[config.mk]
export PLATFORM = sky130hd
export DESIGN_NAME = softmax_row_scheduler
export DESIGN_NICKNAME = d
export VERILOG_FILES = /design/src/rtl/softmax_sched_pkg.sv /design/src/rtl/softmax_row_scheduler_arbiter.sv /design/src/rtl/softmax_row_scheduler.sv
export SDC_FILE = /design/constraint.sdc
export NUM_CORES = 1
export LEC_CHECK = 0
export BUFFER_PORTS_ARGS = -buffer_cell sky130_fd_sc_hd__buf_2
export CAP_MARGIN = 25
export CORE_MARGIN = 2
export CORE_UTILIZATION = 51
export DETAILED_ROUTE_END_ITERATION = 10
export GPL_TIMING_DRIVEN = 0
export PLACE_DENSITY = 0.83
export RECOVER_POWER = 100
export SLEW_MARGIN = 30
export SYNTH_ARGS = -nofsm -noshare
export SYNTH_HDL_FRONTEND = slang
export SYNTH_HIERARCHICAL = 1
export SYNTH_SLANG_ARGS = --single-unit
export TNS_END_PERCENT = 20
[constraint.sdc]
create_clock -name clk -period 4.3 [get_ports clk]
set_clock_uncertainty 0.2 [all_clocks]
set_input_delay 0.215 -clock clk [delete_from_list [all_inputs] [get_ports clk]]
set_output_delay 0.215 -clock clk [all_outputs]
set_load 0.03 [all_outputs]
[src/rtl/softmax_sched_pkg.sv]
// -----------------------------------------------------------------------------
// softmax_sched_pkg
//   Shared types and constants for the softmax row scheduler.
//   - sched_state_t : scheduler FSM states
//   - CLR_CYCLES    : number of cycles the engine reset is held low per row
// -----------------------------------------------------------------------------
package softmax_sched_pkg;

   typedef enum logic [2:0] {
      IDLE    = 3'd0,
      CLR     = 3'd1,
      FEED    = 3'd2,
      WAIT    = 3'd3,
      RADDR   = 3'd4,
      PRESENT = 3'd5
   } sched_state_t;

   localparam int CLR_CYCLES = 2;

endpackage

[src/rtl/softmax_row_scheduler_arbiter.sv]
// -----------------------------------------------------------------------------
// rr_arbiter
//   Combinational round-robin grant. The search starts at requester `ptr`
//   and wraps; the first active request wins.
//   Ports:
//     req        in  NUM_REQ  request vector
//     ptr        in  IDW      highest-priority requester for this decision
//     en         in  1        grant enable (no grant when low)
//     grant_oh   out NUM_REQ  one-hot grant (all zero when nothing granted)
//     grant_idx  out IDW      encoded grant
// -----------------------------------------------------------------------------
module rr_arbiter #(
   parameter  int NUM_REQ = 4,
   localparam int IDW     = (NUM_REQ > 1) ? $clog2(NUM_REQ) : 1
) (
   input  logic [NUM_REQ-1:0] req,
   input  logic [IDW-1:0]     ptr,
   input  logic               en,
   output logic [NUM_REQ-1:0] grant_oh,
   output logic [IDW-1:0]     grant_idx
);

   always_comb begin
      int k;
      k         = 0;
      grant_oh  = '0;
      grant_idx = '0;
      if (en) begin
         for (int i = 0; i < NUM_REQ; i++) begin
            k = int'(ptr) + i;
            if (k >= NUM_REQ) k = k - NUM_REQ;
            if (req[k] && (grant_oh == '0)) begin
               grant_oh[k] = 1'b1;
               grant_idx   = IDW'(k);
            end
         end
      end
   end

endmodule

[src/rtl/softmax_row_scheduler.sv]
// -----------------------------------------------------------------------------
// softmax_row_scheduler
//   Shares one softermax engine between NUM_REQ requesters, one full row at a
//   time. A row is granted round-robin, the engine is cleared, ROW_WIDTH
//   elements are streamed through, and once the engine reports completion the
//   result buffer is read back one word per two cycles.
//
//   Optional feature: define SOFTMAX_SCHED_TIMEOUT_EN to enable a watchdog on
//   the engine-completion wait (fires after TIMEOUT cycles, drops the row).
//
//   Ports:
//     clk, rst               clock, asynchronous active-high reset
//     req_valid/ready/data   per-requester element stream (flattened data)
//     out_valid/ready/data   result word stream, out_id = row owner,
//                            out_last marks the final word of the row
//     eng_rst_n              engine reset (active low)
//     eng_input_valid/vector element strobe and value to the engine
//     eng_read_addr          engine result buffer address
//     eng_final_out_valid    engine row complete (sticky)
//     eng_prob               engine buffer data, one cycle after address
//     busy                   FSM not idle
//     timeout_err            watchdog pulse (0 without the macro)
// -----------------------------------------------------------------------------
module softmax_row_scheduler
   import softmax_sched_pkg::*;
#(
   parameter  int NUM_REQ    = 4,
   parameter  int DATA_SIZE  = 8,
   parameter  int LARGE_SIZE = 16,
   parameter  int ROW_WIDTH  = 64,
   parameter  int TIMEOUT    = 1024,
   localparam int IDW        = (NUM_REQ > 1) ? $clog2(NUM_REQ) : 1,
   localparam int AW         = $clog2(ROW_WIDTH)
) (
   input  logic                           clk,
   input  logic                           rst,
   input  logic [NUM_REQ-1:0]             req_valid,
   output logic [NUM_REQ-1:0]             req_ready,
   input  logic [NUM_REQ*DATA_SIZE-1:0]   req_data,
   output logic                           out_valid,
   input  logic                           out_ready,
   output logic [LARGE_SIZE:0]            out_data,
   output logic [IDW-1:0]                 out_id,
   output logic                           out_last,
   output logic                           eng_rst_n,
   output logic                           eng_input_valid,
   output logic [DATA_SIZE-1:0]           eng_input_vector,
   output logic [AW-1:0]                  eng_read_addr,
   input  logic                           eng_final_out_valid,
   input  logic [LARGE_SIZE:0]            eng_prob,
   output logic                           busy,
   output logic                           timeout_err
);

   localparam int CW = AW + 1;

   if (ROW_WIDTH < 2 || (ROW_WIDTH & (ROW_WIDTH - 1)) != 0) begin : g_bad_row_width
      $error("softmax_row_scheduler: ROW_WIDTH must be a power of two >= 2");
   end
   if (TIMEOUT < 1) begin : g_bad_timeout
      $error("softmax_row_scheduler: TIMEOUT must be >= 1");
   end

   sched_state_t         state, next_state;
   logic [IDW-1:0]       rr_ptr;
   logic [IDW-1:0]       grant_id;
   logic [NUM_REQ-1:0]   grant_oh_q;
   logic [IDW-1:0]       arb_idx;
   logic [NUM_REQ-1:0]   arb_oh;
   logic [1:0]           clr_cnt;
   logic [CW-1:0]        elem_cnt;
   logic [AW-1:0]        rd_idx;
   logic                 eng_en_q;
   logic                 pres_first;
   logic [LARGE_SIZE:0]  prob_q;
   logic                 accept;
   logic                 wd_fire;

   rr_arbiter #(.NUM_REQ(NUM_REQ)) u_arb (
      .req       (req_valid),
      .ptr       (rr_ptr),
      .en        (state == IDLE),
      .grant_oh  (arb_oh),
      .grant_idx (arb_idx)
   );

   // State register
   always_ff @(posedge clk or posedge rst) begin
      if (rst) state <= IDLE;
      else     state <= next_state;
   end

   // Next-state logic
   always_comb begin
      next_state = state;
      case (state)
         IDLE:    if (|req_valid) next_state = CLR;
         CLR:     if (clr_cnt == 2'(CLR_CYCLES - 1)) next_state = FEED;
         FEED:    if (accept && (elem_cnt == CW'(ROW_WIDTH - 1))) next_state = WAIT;
         WAIT: begin
            if (eng_final_out_valid) next_state = RADDR;
            else if (wd_fire)        next_state = IDLE;
         end
         RADDR:   next_state = PRESENT;
         PRESENT: if (out_ready) next_state = out_last ? IDLE : RADDR;
         default: next_state = IDLE;
      endcase
   end

   // Output logic
   always_comb begin
      req_ready       = '0;
      accept          = 1'b0;
      eng_input_valid = 1'b0;
      out_valid       = 1'b0;
      out_last        = 1'b0;
      case (state)
         FEED: begin
            req_ready       = grant_oh_q;
            accept          = |(req_valid & grant_oh_q);
            eng_input_valid = accept;
         end
         PRESENT: begin
            out_valid = 1'b1;
            out_last  = (rd_idx == AW'(ROW_WIDTH - 1));
         end
         default: ;
      endcase
   end

   assign eng_input_vector = req_data[int'(grant_id)*DATA_SIZE +: DATA_SIZE];
   assign eng_read_addr    = rd_idx;
   assign out_id           = grant_id;
   assign busy             = (state != IDLE);
   // eng_en_q keeps the engine in reset until the first edge after rst drops.
   assign eng_rst_n        = eng_en_q && (state != CLR);
   // The engine answers one cycle after RADDR, i.e. in the first PRESENT
   // cycle; forward it then and hold the captured copy until accepted.
   assign out_data         = pres_first ? eng_prob : prob_q;

   // Row control: grant, clear, element count, read index, result capture
   always_ff @(posedge clk or posedge rst) begin
      if (rst) begin
         rr_ptr     <= '0;
         grant_id   <= '0;
         grant_oh_q <= '0;
         clr_cnt    <= '0;
         elem_cnt   <= '0;
         rd_idx     <= '0;
         eng_en_q   <= 1'b0;
         pres_first <= 1'b0;
         prob_q     <= '0;
      end else begin
         eng_en_q   <= 1'b1;
         pres_first <= (state == RADDR);
         if (pres_first) prob_q <= eng_prob;
         case (state)
            IDLE: begin
               if (|req_valid) begin
                  grant_id   <= arb_idx;
                  grant_oh_q <= arb_oh;
                  rr_ptr     <= (arb_idx == IDW'(NUM_REQ - 1)) ? '0 : arb_idx + IDW'(1);
                  clr_cnt    <= '0;
                  elem_cnt   <= '0;
               end
            end
            CLR:     clr_cnt <= clr_cnt + 2'd1;
            FEED:    if (accept) elem_cnt <= elem_cnt + CW'(1);
            WAIT:    if (eng_final_out_valid) rd_idx <= '0;
            PRESENT: if (out_ready && !out_last) rd_idx <= rd_idx + AW'(1);
            default: ;
         endcase
      end
   end

`ifdef SOFTMAX_SCHED_TIMEOUT_EN
   localparam int WDW = $clog2(TIMEOUT + 1);

   logic [WDW-1:0] wd_cnt;
   logic           timeout_q;

   // Counter sits at 0 outside WAIT so each wait starts a fresh count.
   assign wd_fire = (state == WAIT) && !eng_final_out_valid &&
                    (wd_cnt == WDW'(TIMEOUT - 1));

   always_ff @(posedge clk or posedge rst) begin
      if (rst) begin
         wd_cnt    <= '0;
         timeout_q <= 1'b0;
      end else begin
         timeout_q <= wd_fire;
         if (state == WAIT) wd_cnt <= wd_cnt + WDW'(1);
         else               wd_cnt <= '0;
      end
   end

   assign timeout_err = timeout_q;
`else
   assign wd_fire     = 1'b0;
   assign timeout_err = 1'b0;
`endif

endmodule
# Word level (Yosys, flattened, before mapping)
# Cells that the tools add are included.
[classes] div_mod_pow=0 multipliers=0 n_mux=61 eq_ne=17 n_lt_le_gt_ge=12 shifts=1 add_sub_neg=11 n_reduce_logical=26 bitwise_logic=4
[op_table] cell="two-way mux 32 bit" n=8
[op_table] cell="greater-or-equal comparator 32 x 1 -> 1 bit (second input constant)" n=4
[op_table] cell="less-than comparator 32 x 4 -> 1 bit (second input constant)" n=4
[op_table] cell="greater-or-equal comparator 32 x 4 -> 1 bit (second input constant)" n=3
[op_table] cell="subtractor 32 x 4 -> 32 bit (second input constant)" n=3
[op_table] cell="two-way mux 4 bit" n=8
[op_table] cell="variable part select 32 x 6 -> 8 bit" n=1
[op_table] cell="two-way mux 3 bit" n=6
[op_table] cell="one-hot mux 3 bit (6 select lines)" n=1
[op_table] cell="two-way mux 17 bit" n=1
[op_table] cell="two-way mux 1 bit" n=15
[op_table] cell="two-way mux 2 bit" n=7
[op_table] cell="two-way mux 7 bit" n=2
[op_table] cell="inequality test 2 bit (second input constant)" n=7
[op_table] cell="one-hot mux 7 bit (2 select lines)" n=1
[op_table] cell="zero test 4 bit" n=3
[op_table] cell="two-way mux 6 bit" n=2
[op_table] cell="bitwise OR 4 bit" n=3
[op_table] cell="one-hot mux 6 bit (2 select lines)" n=1
[op_table] cell="logical AND 1 bit" n=10
[op_table] cell="binary-select mux 1 bit (select 2 bit)" n=4
[op_table] cell="demux 1 bit (select 2 bit)" n=4
[op_table] cell="OR reduction 4 bit" n=2
[op_table] cell="adder 7 x 1 -> 7 bit (second input constant)" n=1
[op_table] cell="23 further kinds" n=31
[word_totals] regBits=45 output_inout_bits=43 mem_bits_rw=0 mem_count=0 latchBits=0 wordCells=142 inputBits=57 mem_bits_ro=0

# Logic depth before layout (Yosys ltp)
# Gate-level depths: netlist (run 1).
[depth] depth_word=23 ltp_mapped=13

# Hierarchy
# Netlist (run 1), hierarchy kept.
[modules_own_cells] mod="softmax_row_scheduler" n_inst=1 area_each_um2=2283.4 cells_per_inst=210
[modules_own_cells] mod="rr_arbiter" n_inst=1 area_each_um2=634.4 cells_per_inst=76

# Worst setup path before layout (run 1)
# Ideal clock, no wire load.
[synth_timing] kind="register to register" from="reg rr_ptr[0]" to="reg rr_ptr[1]" path_stages_with_launch=14 arrival_time_ps=3127 slack_ps=856 synth_period_minus_slack_ps=3444 cell_sequence="dfrtp_1 > buf_2 > inv_1 > ha_1 > or4_1 > a21boi_4 > a22oi_2 > and2_0 > buf_2 > a22o_1 > a211oi_1 > ha_1 > nand2_1 > nand2_1"
[synth_between] elab_chain_len=23 word_cells_on_any_way=68
[synth_lines] element="start: declaration" line_no="softmax_row_scheduler.sv:65" source="logic [IDW-1:0] rr_ptr;"
[synth_lines] element="start signal: assignment" line_no="softmax_row_scheduler.sv:162" source="rr_ptr <= (arb_idx == IDW'(NUM_REQ - 1)) ? '0 : arb_idx + IDW'(1);"
[synth_lines] element="parallel branches: the longest is 19 deep, another holds subtractor 32 x 4 -> 32 bit"
[synth_lines] element="two-way mux 2 bit *" line_no="softmax_row_scheduler_arbiter.sv:32" source="if (req[k] && (grant_oh == '0)) begin"
[synth_lines] element="two-way mux 2 bit *" line_no="softmax_row_scheduler_arbiter.sv:28" source="if (en) begin"
[synth_lines] element="net arb_idx[0]" line_no="softmax_row_scheduler.sv:68" source="logic [IDW-1:0] arb_idx;"
[synth_lines] element="adder 2 x 1 -> 2 bit or equality test 2 bit (tied branches)" line_no="softmax_row_scheduler.sv:162"
[synth_lines] element="two-way mux 2 bit *" line_no="softmax_row_scheduler.sv:162"
# Mark *: on every way through the listed nets, which the timed path passes. The select of a mux whose other input is x is not followed.
# A chain may end at the register's enable or synchronous reset.

# Final worst setup path (run 1)
# Ends and elaborated chain as after synthesis.

==> reports/qor.csv, run 1 <==
metric;value;unit
status;completed;
antenna_cells;0;
drt_wl_total;7450;um
yosys_register_bits;45;
slew_violations;0;
syn_inst;286;
syn_area;2920;um2
avgSynthCellArea;10.2;um2
yosysMostFrequentCell;dfrtp_1;
slowest_delay;550;ps
clkPwrFrac;20.5;%
worst_pin_slew;1240;ps
synthFlopType;dfrtp_1;
period_share;90.6;%
yosysTopAreaCell;dfrtp_1;
worstPathArrival;3870;ps
cts_root_buf;clkbuf_8;
synth_xor_xnor_area_share;0.901;%
gp_congestion;0.894;
rsz0062_at_grt;no;
ctsHtreeMaxLevel;2;
vias_per_cell;5.66;
grt_pass1_wl;12000;um
wl_per_cell;15.4;um
maxSlewHeadroom;17.4;%
core;5510;um2
synthTopCellsByArea;dfrtp_1 39%, mux4_2 8.5%, mux2_2 7.3%;
period_needed;3890;ps
final_layout_size_suffix_gt1_share;24.3;%
grt_max_degree;25;
crit_path_end_kind;register;
fp-row-count;27;
sw_frac_of_total;41.9;%
synth_top_family_by_area;simple AND/OR/NAND/NOR gates;
route.vias.total;2736;
fmax;257;MHz
first_global_vias;2719;
cts-buffers-inserted;5;
drcViolationCount;0;
muxShareOfSynthArea;17.5;%
synth_warnings;6;
grt_overflow;0;
synthAdderAreaFrac;5.15;%
worstPathRequired;4280;ps
worstSkewPairLatency;290;ps
gr-usage-all-layers;24.0;%
cts_tree;done;
timing.reg2reg.setup_slack;410;ps
antenna_left;0;
power.internal;0.927;mW
ys_top_cells_by_count;45 x dfrtp_1, 41 x nand2_1, 19 x mux2_2;
crit_type;register to register;
syn_to_final_growth;28.0;%
hold_viol_final;0;
fin_nets;479;
start_kind;register;
tns;0;ps
fin_cells;483;
drv_cap;0;
n_fill_cell;458;
ir_drop;0.344;mV
switchingPower;0.668;mW
slowest_stage;dfrtp_1;
die_w;79.6;um
yosys.area_share.simple;18.7;%
die_h;79.6;um
synth-edff-count;0;
drtPass1Iterations;4;
synth_seq_area_share;38.6;%
finalSetupViolCount;0;
clockBufferDepth;2;
post-cts-setup-buffers;0;
drt-initial-drc-count;202;
dp_cells;457;
place_hpwl;5490;um
synth_compound_area_share;14.7;%
cts.clk_slew.worst_paths;80;ps
synth_fp_nets;355;
synth_top_area_share;38.6;%
async_flop_share;100;%
synthDistinctLibCells;52;
cts_sinks;45;
finalPower;1.60;mW
num_io_pins;100;
start_util;53.0;%
antenna_found_initial;0;
die_area;6340;um2
p_per_area;427;nW/um2
cp_max_fo;10;
power.share.sequential;37.4;%
cp_cell_sequence;buf_2 -> inv_1 -> ha_1 -> or4_1 -> a21boi_4 -> a22oi_1 -> and2_0 -> clkbuf_1 -> a22o_1 -> a211oi_1 -> ha_1 -> nand2_1 -> nand2_1;
leakage;1.61;nW
p_comb_share;42.1;%
io_buffers;98;
hold_path.class;input pin to register;
cells by family (layout without fill, tap and decap cells):
group | count (synthesis) | after routing
AO/OA/AOI/OAI | 55 | 55
XOR/XNOR | 3 | 3
adder cells (fa/ha/maj) | 12 | 12
buffers and inverters | 26 | 151
flip-flops | 45 | 45
multiplexers | 35 | 35
other | 2 | 2
AND/OR/NAND/NOR | 108 | 108
per-stage QoR:
| stage | setup WS, ps | hold slack, ps | utilization [%] | cell area (um2) |
|---|---|---|---|---|
| after floorplan | 856 | 222 | - | 2920 |
| after global placement | 548 | 261 | 63.5 | 3500 |
| after detailed placement | 502 | 74.8 | 64.0 | 3530 |
| after CTS | 482 | 49.4 | 69.4 | 3820 |
| after global routing | 131 | 72.6 | 67.8 | 3730 |
| final | 406 | 57.1 | 67.8 | 3730 |
placed cells by master, fill, tap and decap left out, types with 8 or more instances in the layout:
cell type	count
mux2_2	8
ha_1	12
nor3_1	8
o21ai_0	10
a21oi_1	9
nor2_1	13
mux4_2	11
inv_1	10
clkbuf_1	49
nand3_1	13
dfrtp_1	45
buf_2	63
dlygate4sd3_1	18
mux2_1	11
nand2_1	41
path summary, 6_finish.rpt:
check	from	end	cells past startpoint
max	rr_ptr[0]	rr_ptr[1]	13
max in group asynchronous	rst	out_id[0]	4
min	out_ready	state[2]	4
min in group asynchronous	rst	eng_read_addr[2]	3
max reg2reg	rr_ptr[0]	rr_ptr[1]	13
min reg2reg	prob_q[1]	prob_q[1]	1
registers in the layout (all words and copies together), names as in the netlist:
register,count
clr_cnt,2
elem_cnt,7
eng_en_q,1
eng_read_addr,6
grant_oh_q,4
out_id,2
pres_first,1
prob_q,17
rr_ptr,2
state,3
metal layers:
metal,global-route usage (%),up-vias,wire [um],share of wire (%)
met2,42.1,103,3770,51
li1,-,1296,-,-
met5,0,-,0,0
met4,8.97,0,127,1.7
met1,29.9,1327,3080,41
met3,3.39,10,470,6.3
final cells by class:
class                   count  area [um2]  share of cell area (%)
clock inverters             1        30.0                   0.804
multi-input cells         215        1660                    44.3
plain buffers              16        82.6                    2.21
repair buffers            117         627                    16.8
flip-flops and latches     45        1130                    30.2
inverters                  10        37.5                    1.01
clock buffers               7        86.3                    2.31
well taps                  72        90.1                    2.41
critical path, delay by kind of cell, from the launching register on:
family / cells / cell delay, ps
adders and majority gates: 2 / 570
buffers and inverters: 3 / 630
and+or+nand+nor: 4 / 840
DFF: 1 / 550
AOI/OAI and AO/OA: 4 / 1010
power by group through the flow:
stage               clock, mW  combinational, mW  sequential, mW
detailed placement          0              0.711           0.602
finish                  0.327              0.672           0.596
floorplan                   0              0.474           0.625
global placement            0              0.688           0.593
global route            0.350              0.715           0.609
CTS                     0.333              0.724           0.594
what timing repair did:
| item | in CTS | in global routing |
|---|---|---|
| hold endpoints to repair | 38 | 0 |
| hold buffers | 18 | 0 |
| resized for setup | 0 | 0 |
No activity file was read; power rests on OpenSTA's default activity.
==> run 2, diff against run 1 <==
--- a/config.mk
+++ b/config.mk
@@ -7,6 +7,7 @@
 export LEC_CHECK = 0
 export BUFFER_PORTS_ARGS = -buffer_cell sky130_fd_sc_hd__buf_2
 export CAP_MARGIN = 25
+export CORE_ASPECT_RATIO = 0.6
 export CORE_MARGIN = 2
 export CORE_UTILIZATION = 51
 export DETAILED_ROUTE_END_ITERATION = 10
==> run 2 against run 1 <==
Flip-flop and latch count is the same. Register-to-register slack worse by 30 ps. Routed wire length increased by 10%. Sequential share of layout area grew 0.14 points. Critical endpoint is now rr_ptr[0]. Highest routed layer unchanged.
==> reports/qor.csv, run 2 (synthesis results as in run 1) <==
metric;value;unit;change
status;completed;;
drt-initial-drc-count;229;;+13%
wl_per_cell;16.7;um;+8.2%
post-cts-setup-buffers;0;;unchanged
min_delay_path_depth;4;;unchanged
multi_input_area;1650;um2;-0.53%
gp_congestion;0.976;;+9.2%
num_io_pins;100;;unchanged
final_common_cell;buf_2;;
syn_to_final_growth;27.4;%;
worstSkewPairLatency;310;ps;+20 ps
crit_type;register to register;;
first_global_vias;2576;;-5.3%
die_area;6360;um2;+0.31%
regArea;1130;um2;unchanged
cts-buffers-inserted;5;;unchanged
grt_overflow;0;;unchanged
maxSlewHeadroom;25.9;%;+8.5 points
finalPower;1.56;mW;-2.2%
period_needed;3920;ps;+28.1 ps
cp_max_fo;10;;unchanged
gr-usage-all-layers;25.7;%;+1.7 points
drv_cap;0;;unchanged
fmax;255;MHz;-0.72%
worst_pin_slew;1110;ps;-127 ps
clockBufferDepth;2;;unchanged
hold_viol_final;0;;unchanged
die_w;102;um;+28%
worstRegToRegCells;12;;-1
die_h;62.6;um;-21%
leakage;1.60;nW;-0.82%
route.vias.total;2740;;+0.15%
period_share;91.2;%;+0.65 points
final_cell_mix;64 x buf_2, 47 x clkbuf_1, 45 x dfrtp_1, 41 x nand2_1, 18 x dlygate4sd3_1;;
final_layout_size_suffix_gt1_share;24.6;%;+0.24 points
ctsHtreeMaxLevel;2;;unchanged
rsz0062_at_grt;no;;
hold_path.class;input pin to register;;
fin_nets;479;;unchanged
cts_tree;done;;
slew_violations;0;;unchanged
cts.clk_slew.worst_paths;90;ps;about the same
finalSetupViolCount;0;;unchanged
place_hpwl;5760;um;+5.0%
ir_drop;0.353;mV;+2.5%
n_fill_cell;462;;+0.87%
io_buffers;98;;unchanged
crit_path_end_kind;register;;
antenna_left;0;;unchanged
cts_sinks;45;;unchanged
start_util;52.6;%;-0.36 points
largest-register;prob_q;;
largest_reg_flops;17;;unchanged
grt_max_degree;26;;+4.0%
cts_root_buf;clkbuf_8;;
worstPathRequired;4320;ps;+40 ps
tns;0;ps;unchanged
antenna_found_initial;1;;+1
fp-row-count;21;;-22%
vias_per_cell;5.57;;-1.7%
drtPass1Iterations;4;;unchanged
core;5540;um2;+0.68%
drt_wl_total;8210;um;+10%
worstPathArrival;3940;ps;+70 ps
p_per_area;420;nW/um2;-1.7%
start_kind;register;;
grt_pass1_wl;12800;um;+6.1%
drcViolationCount;0;;unchanged
==> run 2: cell types whose count changed in the layout (fill, tap and decap cells not counted), sizes merged <==
cell	change
clkbuf	-3
diode	+1
buf	+1
bufinv	-1
clkinv	+1
inv	+1
clkinvlp	+1
==> run 2: cell type report <==
type	instances	share of cell area (%)
Antenna cell	1	0.0673
Clock inverter	3	0.673
Sequential cell	45	30.3
Timing Repair Buffer	117	16.9
Clock buffer	5	1.85
Multi-Input combinational cell	215	44.3
Buffer	16	2.26
Tap cell	80	2.69
Inverter	10	1.01
==> run 2: path summary, 6_finish.rpt <==
| kind | to | from | slack [ps] |
|---|---|---|---|
| worst max register to register | rr_ptr[0] | rr_ptr[0] | 380 |
| worst max-delay path | rr_ptr[0] | rr_ptr[0] | 380 |
| max in group asynchronous | grant_oh_q[0] | rst | 1920 |
| worst min-delay path | state[2] | out_ready | 60 |
| min in group asynchronous | prob_q[14] | rst | 460 |
| worst min register to register | prob_q[14] | prob_q[14] | 300 |
==> run 2: through the flow <==
stage	hold WS (ps)	util, %	area, um2	std cells	setup WS (ps)
finish	58.4	67.1	3720	492	378
global placement	263	63.3	3510	464	464
CTS	59.9	68.7	3810	491	408
floorplan	222	-	2920	286	856
global route	72.0	67.1	3720	492	107
detailed placement	96.7	63.8	3540	465	417
==> run 2: critical path, cell delays in order (launching register included) <==
cell	delay, ps
dfrtp_1	590
buf_2	330
inv_1	160
ha_1	290
or4_1	560
a21boi_4	280
clkbuf_1	370
nor3_1	100
o21a_1	180
a211oi_1	200
a311oi_1	130
ha_1	230
o31ai_1	220
==> run 2: power by group <==
group / leakage, nW / total, mW / switching, mW / internal, mW
Combinational: 0.991 / 0.683 / 0.478 / 0.205
Sequential: 0.560 / 0.600 / 0.0661 / 0.534
Clock: 0.0448 / 0.277 / 0.160 / 0.117
Total: 1.60 / 1.56 / 0.704 / 0.856
==> run 2: repair_timing <==
item,4_1_cts,5_1_grt
resized for setup,0,0
endpoints found under the hold margin,41,0
hold buffers,18,0
==> run 2: layer usage <==
layer | vias to the layer above | GRT usage [%] | routed length, um
met5 | - | 0 | 0
li1 | 1309 | - | -
met3 | 15 | 5.70 | 754
met2 | 129 | 40.8 | 3880
met4 | 0 | 7.09 | 144
met1 | 1287 | 35.5 | 3430
==> run 3, diff against run 2 <==
==> constraint.sdc (replaced) <==
create_clock -name clk -period 4.3 [get_ports clk]
set_clock_uncertainty 0.2 [all_clocks]
set_input_delay 0.215 -clock clk [delete_from_list [all_inputs] [get_ports clk]]
set_output_delay 0.215 -clock clk [all_outputs]
set_load 0.005 [all_outputs]
==> run 3 against run 2 <==
Die area is the same. Non-clock buffer count unchanged. Routed wire length grew 0.55%. Final cell count unchanged. Via count up 0.77%. Combinational power shrank 33%. Design area increased by 0.61%. First-iteration DRC count rose by 6.1%. Power shrank 14%.
==> reports/qor.csv, run 3 (synthesis results as in run 1) <==
metric;value;unit;change
status;completed;;
place_hpwl;5760;um;unchanged
maxSlewHeadroom;24.8;%;-1.1 points
cts_resized;0;;unchanged
route.vias.total;2761;;+0.77%
die_area;6360;um2;unchanged
post-cts-setup-buffers;0;;unchanged
die_w;102;um;unchanged
drv_cap;0;;unchanged
hold_viol_final;0;;unchanged
fmax;252;MHz;-1.1%
cts-hold-fix-buffers;18;;unchanged
worstPathRequired;4320;ps;about the same
io_buffers;98;;unchanged
cts_root_buf;clkbuf_8;;
cts-buffers-inserted;5;;unchanged
cp_max_fo;10;;unchanged
worstPathArrival;3990;ps;+50 ps
ir_drop;0.344;mV;-2.5%
leakage;1.65;nW;+3.5%
start_kind;register;;
fin_nets;479;;unchanged
rsz0062_at_grt;no;;
finalPower;1.34;mW;-14%
cts_sinks;45;;unchanged
grt_overflow;0;;unchanged
drtPass1Iterations;5;;+1
period_needed;3970;ps;+44.8 ps
grt_max_degree;26;;unchanged
period_share;92.3;%;+1.0 points
slew_violations;0;;unchanged
final_common_cell;buf_2;;
clockBufferDepth;2;;unchanged
fp-row-count;21;;unchanged
crit_type;register to register;;
antenna_left;0;;unchanged
worst_pin_slew;1130;ps;+16.1 ps
drt-initial-drc-count;243;;+6.1%
worstSkewPairLatency;310;ps;about the same
gr-usage-all-layers;25.7;%;unchanged
core;5540;um2;unchanged
cts.clk_slew.worst_paths;90;ps;about the same
num_io_pins;100;;unchanged
antenna_found_initial;1;;unchanged
crit_path_end_kind;register;;
wl_per_cell;16.8;um;+0.55%
fin_cells;492;;unchanged
grt_pass1_wl;12800;um;unchanged
p_per_area;357;nW/um2;-15%
largest-register;prob_q;;
utilization;67.5;%;+0.41 points
largest_reg_flops;17;;unchanged
hold_path.class;input pin to register;;
final_cell_mix;82 x buf_2, 45 x dfrtp_1, 41 x nand2_1, 29 x clkbuf_1, 18 x dlygate4sd3_1;;
die_h;62.6;um;unchanged
start_util;52.6;%;unchanged
finalSetupViolCount;0;;unchanged
tns;0;ps;unchanged
vias_per_cell;5.61;;+0.77%
ctsHtreeMaxLevel;2;;unchanged
first_global_vias;2576;;unchanged
cts_tree;done;;
dp_cells;465;;unchanged
syn_to_final_growth;28.2;%;
final_layout_size_suffix_gt1_share;29.0;%;+4.4 points
gp_congestion;0.976;;unchanged
drt_wl_total;8250;um;+0.55%
drcViolationCount;0;;unchanged
## run 3: metrics by stage
step                instance area [um2]  worst slack (ps)  hold slack (ps)
global placement                   3510               464              263
floorplan                          2920               856              197
CTS                                3810               408             59.9
finish                             3740               333             58.5
detailed placement                 3540               417             96.7
global route                       3740               107             72.0
## run 3: final cells by class
type / instances / area [um2]
clock inverter: 3 / 25.0
clock buffer: 5 / 68.8
antenna: 1 / 2.50
tap: 80 / 100
buffer: 16 / 83.8
fill: 447 / 1800
inverter: 10 / 37.5
multi-input combinational: 215 / 1650
timing repair buffer: 117 / 649
sequential: 45 / 1130
## run 3: worst paths after layout
check | slack, ps | cells after the start | startpoint | endpoint
min | 60 | 4 | out_ready | state[2]
min in group asynchronous | 460 | 3 | rst | prob_q[14]
min reg2reg | 290 | 1 | prob_q[14] | prob_q[14]
max reg2reg | 330 | 12 | rr_ptr[0] | rr_ptr[0]
max in group asynchronous | 1900 | 4 | rst | grant_oh_q[0]
max | 330 | 12 | rr_ptr[0] | rr_ptr[0]
## run 3: routing by layer
| layer | routed length, um | GRT usage, % | part of all wire, % | up-vias |
|---|---|---|---|---|
| met2 | 3870 | 40.8 | 47 | 131 |
| met5 | 0 | 0 | 0 | - |
| li1 | - | - | - | 1305 |
| met1 | 3560 | 35.5 | 43 | 1311 |
| met3 | 684 | 5.70 | 8.3 | 14 |
| met4 | 140 | 7.09 | 1.7 | 0 |
## run 3: where the power goes
part | leakage [nW] | internal, mW | switching (mW)
Sequential | 0.560 | 0.534 | 0.0652
Clock | 0.0448 | 0.118 | 0.162
Combinational | 1.05 | 0.221 | 0.238
## run 3: critical path: stages (launching register included)
cell	delay [ps]
dfrtp_1	590
buf_2	340
inv_1	170
ha_1	290
or4_1	560
a21boi_4	280
clkbuf_1	370
nor3_1	100
o21a_1	180
a211oi_1	220
a311oi_1	140
ha_1	230
o31ai_1	220
